File: config.mk
export PLATFORM = sky130hd
export DESIGN_NAME = mux16_rr_arbiter
export DESIGN_NICKNAME = d
export VERILOG_FILES = /design/src/rtl/mux16_rr_arbiter.sv
export SDC_FILE = /design/constraint.sdc
export NUM_CORES = 1
export LEC_CHECK = 0
export ABC_CLOCK_PERIOD_IN_PS = 11400
export CORE_UTILIZATION = 45
export DETAILED_ROUTE_END_ITERATION = 8
export PLACE_DENSITY = 0.68
export SYNTH_ARGS = -nofsm -noshare
export SYNTH_HDL_FRONTEND = slang
export SYNTH_SLANG_ARGS = --single-unit
File: constraint.sdc
create_clock -name clk -period 11.4 [get_ports clk]
set_input_delay 2.28 -clock clk [delete_from_list [all_inputs] [get_ports clk]]
set_output_delay 2.28 -clock clk [all_outputs]
set_load 0.1 [all_outputs]
File: src/rtl/mux16_rr_arbiter.sv
// mux16_rr_arbiter
// Round-robin arbiter that owns the select input of a 16:1 single-bit mux.
// One requester at a time is granted; its index drives sel until it raises
// done or withdraws its request. A mandatory idle cycle separates owners.
//
// Ports:
//   clk      - clock, rising edge
//   reset    - synchronous active-high reset
//   req      - request vector, bit k belongs to requester k
//   done     - current owner has finished (only looked at while granting)
//   sel      - index of the current or most recent grantee (to muxer16.sel)
//   grant    - one-hot grant vector, zero when no grant is active
//   valid    - high while a grant is active (equals |grant)
//   timeout  - one-cycle pulse when a grant is forcibly revoked
//
// Optional feature: define MUX16_ARB_TIMEOUT_EN to build the hold counter that
// revokes a grant after HOLD_MAX cycles. Without it timeout is tied to 0 and
// HOLD_MAX is unused.
module mux16_rr_arbiter #(
    parameter int unsigned HOLD_MAX = 8
) (
    input  logic        clk,
    input  logic        reset,
    input  logic [15:0] req,
    input  logic        done,
    output logic [3:0]  sel,
    output logic [15:0] grant,
    output logic        valid,
    output logic        timeout
);

    if (HOLD_MAX < 2 || HOLD_MAX > 255) begin : g_hold_max_check
        $error("HOLD_MAX must be in 2..255");
    end

    typedef enum logic [1:0] {
        StIdle  = 2'd0,
        StGrant = 2'd1
    } state_t;

    state_t     state;
    logic [3:0] ptr;
    logic [3:0] pick;
    logic       any_req;
    logic       release_now;

    // First set request at or after ptr, wrapping mod 16. Scanning from the
    // farthest offset down lets the nearest one win.
    always_comb begin
        logic [3:0] idx;
        pick    = ptr;
        any_req = |req;
        for (int i = 15; i >= 0; i--) begin
            idx = ptr + 4'(i);
            if (req[idx]) begin
                pick = idx;
            end
        end
    end

    assign release_now = done | ~req[sel];

`ifdef MUX16_ARB_TIMEOUT_EN
    localparam logic [7:0] HoldLast = 8'(HOLD_MAX - 1);

    logic [7:0] hold_cnt;

    always_ff @(posedge clk) begin
        if (reset) begin
            state    <= StIdle;
            ptr      <= 4'd0;
            sel      <= 4'd0;
            grant    <= 16'd0;
            valid    <= 1'b0;
            timeout  <= 1'b0;
            hold_cnt <= 8'd0;
        end else begin
            timeout <= 1'b0;
            unique case (state)
                StIdle: begin
                    if (any_req) begin
                        sel      <= pick;
                        grant    <= 16'(1) << pick;
                        valid    <= 1'b1;
                        ptr      <= pick + 4'd1;
                        hold_cnt <= 8'd0;
                        state    <= StGrant;
                    end
                end
                StGrant: begin
                    // A normal release wins over a coincident limit hit.
                    if (release_now) begin
                        grant <= 16'd0;
                        valid <= 1'b0;
                        state <= StIdle;
                    end else if (hold_cnt == HoldLast) begin
                        grant   <= 16'd0;
                        valid   <= 1'b0;
                        timeout <= 1'b1;
                        state   <= StIdle;
                    end else begin
                        hold_cnt <= hold_cnt + 8'd1;
                    end
                end
                default: state <= StIdle;
            endcase
        end
    end
`else
    assign timeout = 1'b0;

    always_ff @(posedge clk) begin
        if (reset) begin
            state <= StIdle;
            ptr   <= 4'd0;
            sel   <= 4'd0;
            grant <= 16'd0;
            valid <= 1'b0;
        end else begin
            unique case (state)
                StIdle: begin
                    if (any_req) begin
                        sel   <= pick;
                        grant <= 16'(1) << pick;
                        valid <= 1'b1;
                        ptr   <= pick + 4'd1;
                        state <= StGrant;
                    end
                end
                StGrant: begin
                    if (release_now) begin
                        grant <= 16'd0;
                        valid <= 1'b0;
                        state <= StIdle;
                    end
                end
                default: state <= StIdle;
            endcase
        end
    end
`endif

endmodule

# == Yosys cells after proc, flatten, opt, wreduce, memory -nomap -nowiden ==
# Index checks and enable logic that the tools add are counted.
# Widths: inputs -> output; s select.
# op_classes
mul,0
div,0
eq_ne,3
muxes,59
bitwise_logic,2
add_sub_neg,16
n_reduce_logical,6
shift,1
n_lt_le_gt_ge,17
# op_table
op,n
$lt 4x5->1 const B,17
$bmux 1 s4,17
$mux 4,16
$add 4x4->4 const B,8
$mux 16,2
$pmux 16 s2,1
$mux 1,19
$add 4x3->4 const B,4
$reduce_or 16->1,1
$shl 1x4->16 const A,1
$add 4x1->4 const B,2
$add 4x2->4 const B,2
$mux 2,2
$ne 2x2->1 const B,2
$pmux 2 s2,1
$reduce_and 2->1,2
$reduce_and 3->1,1
$eq 2x1->1 const B,1
$logic_not 2->1,1
$pmux 1 s2,1
$reduce_bool 2->1,1
$not 1->1,1
$or 1x1->1,1
# word_totals
ramBits,0
latchBits,0
output_inout_bits,22
input_bits,19
reg_bits,27
wordCells,109
mem_count,0
romBits,0

# == Longest topological paths before layout ==
# logic_depth
ltp_word,22
depth_mapped,19
mapped_depth_nobuf,13

# == Worst setup path before layout ==
# OpenSTA, ideal clock, no wires.
# synth_path
kind,input to register
start,in req[13]
end,reg ptr[3]
stages,10
setup_slack_ns,6.122
n_path_buf,1
arrival_time_ns,5.187
required_ns,11.309
setup_ns,0.091
cell_sequence,mux4_2 > mux4_2 > and2_4 > nand4bb_1 > a311oi_1 > a211oi_1 > o41a_1 > buf_6 > or4_1 > a311oi_1
# synth_via
elab_chain_len,19
elab_cells_between_ends,51
cone_classes,add/sub (1); mux (48); reduce/logical (2)
# synth_lines
item,line_no,text
start: declaration,24,"input logic [15:0] req,"
$bmux 1 s4,55,if (req[idx]) begin
$mux 1 (not written as such),55,
$mux 4 (16 in series),55,
$add 4x1->4,126,ptr <= pick + 4'd1;
end signal: assignment,126,
end: declaration,42,logic [3:0] ptr;
# Several ways; a longest one is shown, not always the timed one. The select of a mux whose other input is x is not followed.
# A chain may end at the register's enable or synchronous reset.

# == Worst setup path after layout ==
# layout_path
start,in req[10]
end,reg ptr[3]
# The elaborated chain is that of the path after synthesis.

==> flow_summary.ini <==
[critical_path]
crit_path_max_fanout = 19
startpoint_type = primary input
required_ps = 11570
cp-end-kind = flip-flop
critPathArrivalTime_ps = 6200
reg2reg_depth = 12
path_class = primary input to flip-flop
rr_startpoint = ptr[1]
rrSetupSlack_ps = 6150
r2r_end = ptr[3]

[floorplan]
die_w_um = 92.18
die_y_um = 92.18
core-area_sq_mm = 0.007807
dieArea_sq_mm = 0.008497
start_util_pct = 46.88
rows = 32
io_pins = 41

[cts]
holdBufCountCts = 0
cts_buffers = 3
cts_sinks = 25
cts.clk_slew.worst_paths_ps = 80
cts_tree = built
post-cts-setup-buffer-count = 0
cts_root_buffer = clkbuf_8
htreeDepth = 1
cts_buffer_depth = 2
ctsResizeCount = 0
clk_latency_ps = 260

[synthesis]
ys_async_sr_fraction_pct = 0
avgSynthCellArea_sq_um = 8.905
synthCells = 411
syn-num-nets = 438
synth_edf_count = 0
ys_dominant_reg_cell = dfxtp_1
ys_seq_area_share_pct = 13.68
synth.distinct_cells = 62
yosysWarnings = 0
synth_area_sq_mm = 0.003660
synth-seq-cells = 25

[route]
drc = 0
first_iter_violations = 369
routed_via_density = 6.608
num_vias = 3469
first_pass_iters = 5
routed_wl_um = 10150
wl_per_cell_um = 19.33
ant_nets = 0

[sta]
slew_headroom_pct = 34.21
finalSetupViolCount = 0
fin_setup_tns_ps = 0
fin_skew_ps = 2.587
worstMarginPinSlew_ps = 983.7
rsz0062_at_grt = no
layout_min_cycle_time_ps = 6031
fmax_mhz = 165.8
finalCritPeriodShare_pct = 52.91
maxSlewViolCount = 0
hold_viol = 0

[finish]
fin_cells = 525
drive_above_1_share_pct = 16.55
area_delta_synth_final_pct = 11.62
antenna_cells = 0
utilization_pct = 52.32
layout_common_cells = 44 x nand2_1, 40 x mux2i_1, 39 x clkdlybuf4s50_1, 35 x mux4_2, 30 x a21oi_1
nets = 451
layout_commonest_cell = nand2_1
fillers = 714

[place]
io_buffers = 39
gp_congestion = 0.9625
dp_hpwl_um = 7490
place_inst = 521

[hold_path]
min-delay-start = grant[6]
min_to = grant[6]
hold_class = flip-flop to flip-flop
min_path_cells = 2

[run]
drv_cap = 0

[grt]
grt_pass1_vias = 3173
antenna_found_initial = 0
grt_pass1_wl_um = 16620
overflow = 0
globalRouteTotalUtil_pct = 24.45
grt_max_degree = 41

[status]
status = complete, no violations
-- critical path: stages --
cell and delay (ps):
clkdlybuf4s50_1 610, mux4_2 620, mux2_2 320, mux2i_1 420, mux2i_1 240, a311o_1 130, a211oi_1 70, o41a_1 660
or4_1 600, a311oi_1 250
-- cell usage after synthesis (8+ instances only) --
library cell  number  area, sq um
xnor2_1           13        113.9
clkbuf_1          22        82.58
nand4_1           11        68.82
a21oi_1           30        150.1
mux2_2            18        202.7
o21ai_0           11        55.05
mux2i_1           40        400.4
dfxtp_1           25        500.5
ha_1               8        100.1
inv_1             11        41.29
nor2_1            15        56.30
nand2_1           44        165.2
nand3_1           11        55.05
mux4_2            35        788.3
-- flip-flops by register name, indices dropped and copies added, names as in the netlist --
signal / count
ptr: 4
valid: 1
sel: 4
grant: 16
-- stage by stage --
step	worst slack, ps	area, sq um	hold WS, ps
after floorplan	6122	3660	879.5
after global placement	5220	4040	441.0
after detailed placement	5152	4040	443.6
after CTS	5422	4085	455.7
after global routing	5168	4085	483.1
final	5369	4085	454.8
-- worst max-delay path by stage --
| stage | start | to | slack, ps | cells after the start |
|---|---|---|---|---|
| floorplan | req[13] | ptr[3] | 6120 | 10 |
| global placement | req[12] | ptr[3] | 5220 | 10 |
| detailed placement | req[10] | ptr[3] | 5150 | 10 |
| CTS | req[10] | ptr[3] | 5420 | 10 |
| global route | req[10] | ptr[2] | 5170 | 12 |
| finish | req[10] | ptr[3] | 5370 | 10 |
-- layout make-up --
type	count	area, sq um	share of cell area [%]
repair buffers	43	420.4	10.29
flip-flops and latches	25	501.7	12.28
well taps	102	127.6	3.124
clock buffers	4	45.04	1.103
multi-input cells	336	2934	71.82
inverters	15	56.30	1.378
-- metal layers --
layer  GRT usage [%]  share of wire, %  up-vias
li1                -                 -     1614
met1           35.96                46     1672
met2           38.06                44      159
met3           2.819               7.6       24
met4           5.990               2.2        0
met5               0                 0        -
-- kinds of logic after synthesis --
family | after synthesis | share of synthesized area, %
mux | 93 | 38.02
other cells | 1 | 0.1025
fa+ha+maj | 8 | 2.735
simple gates | 121 | 17.09
buf+inv | 50 | 6.154
flops | 25 | 13.68
compound gates | 96 | 17.23
xor+xnor | 17 | 4.992
Power is left out: the tool's default activity adds up to more than one toggle a clock period on the data nets, which glitch-free logic cannot reach.
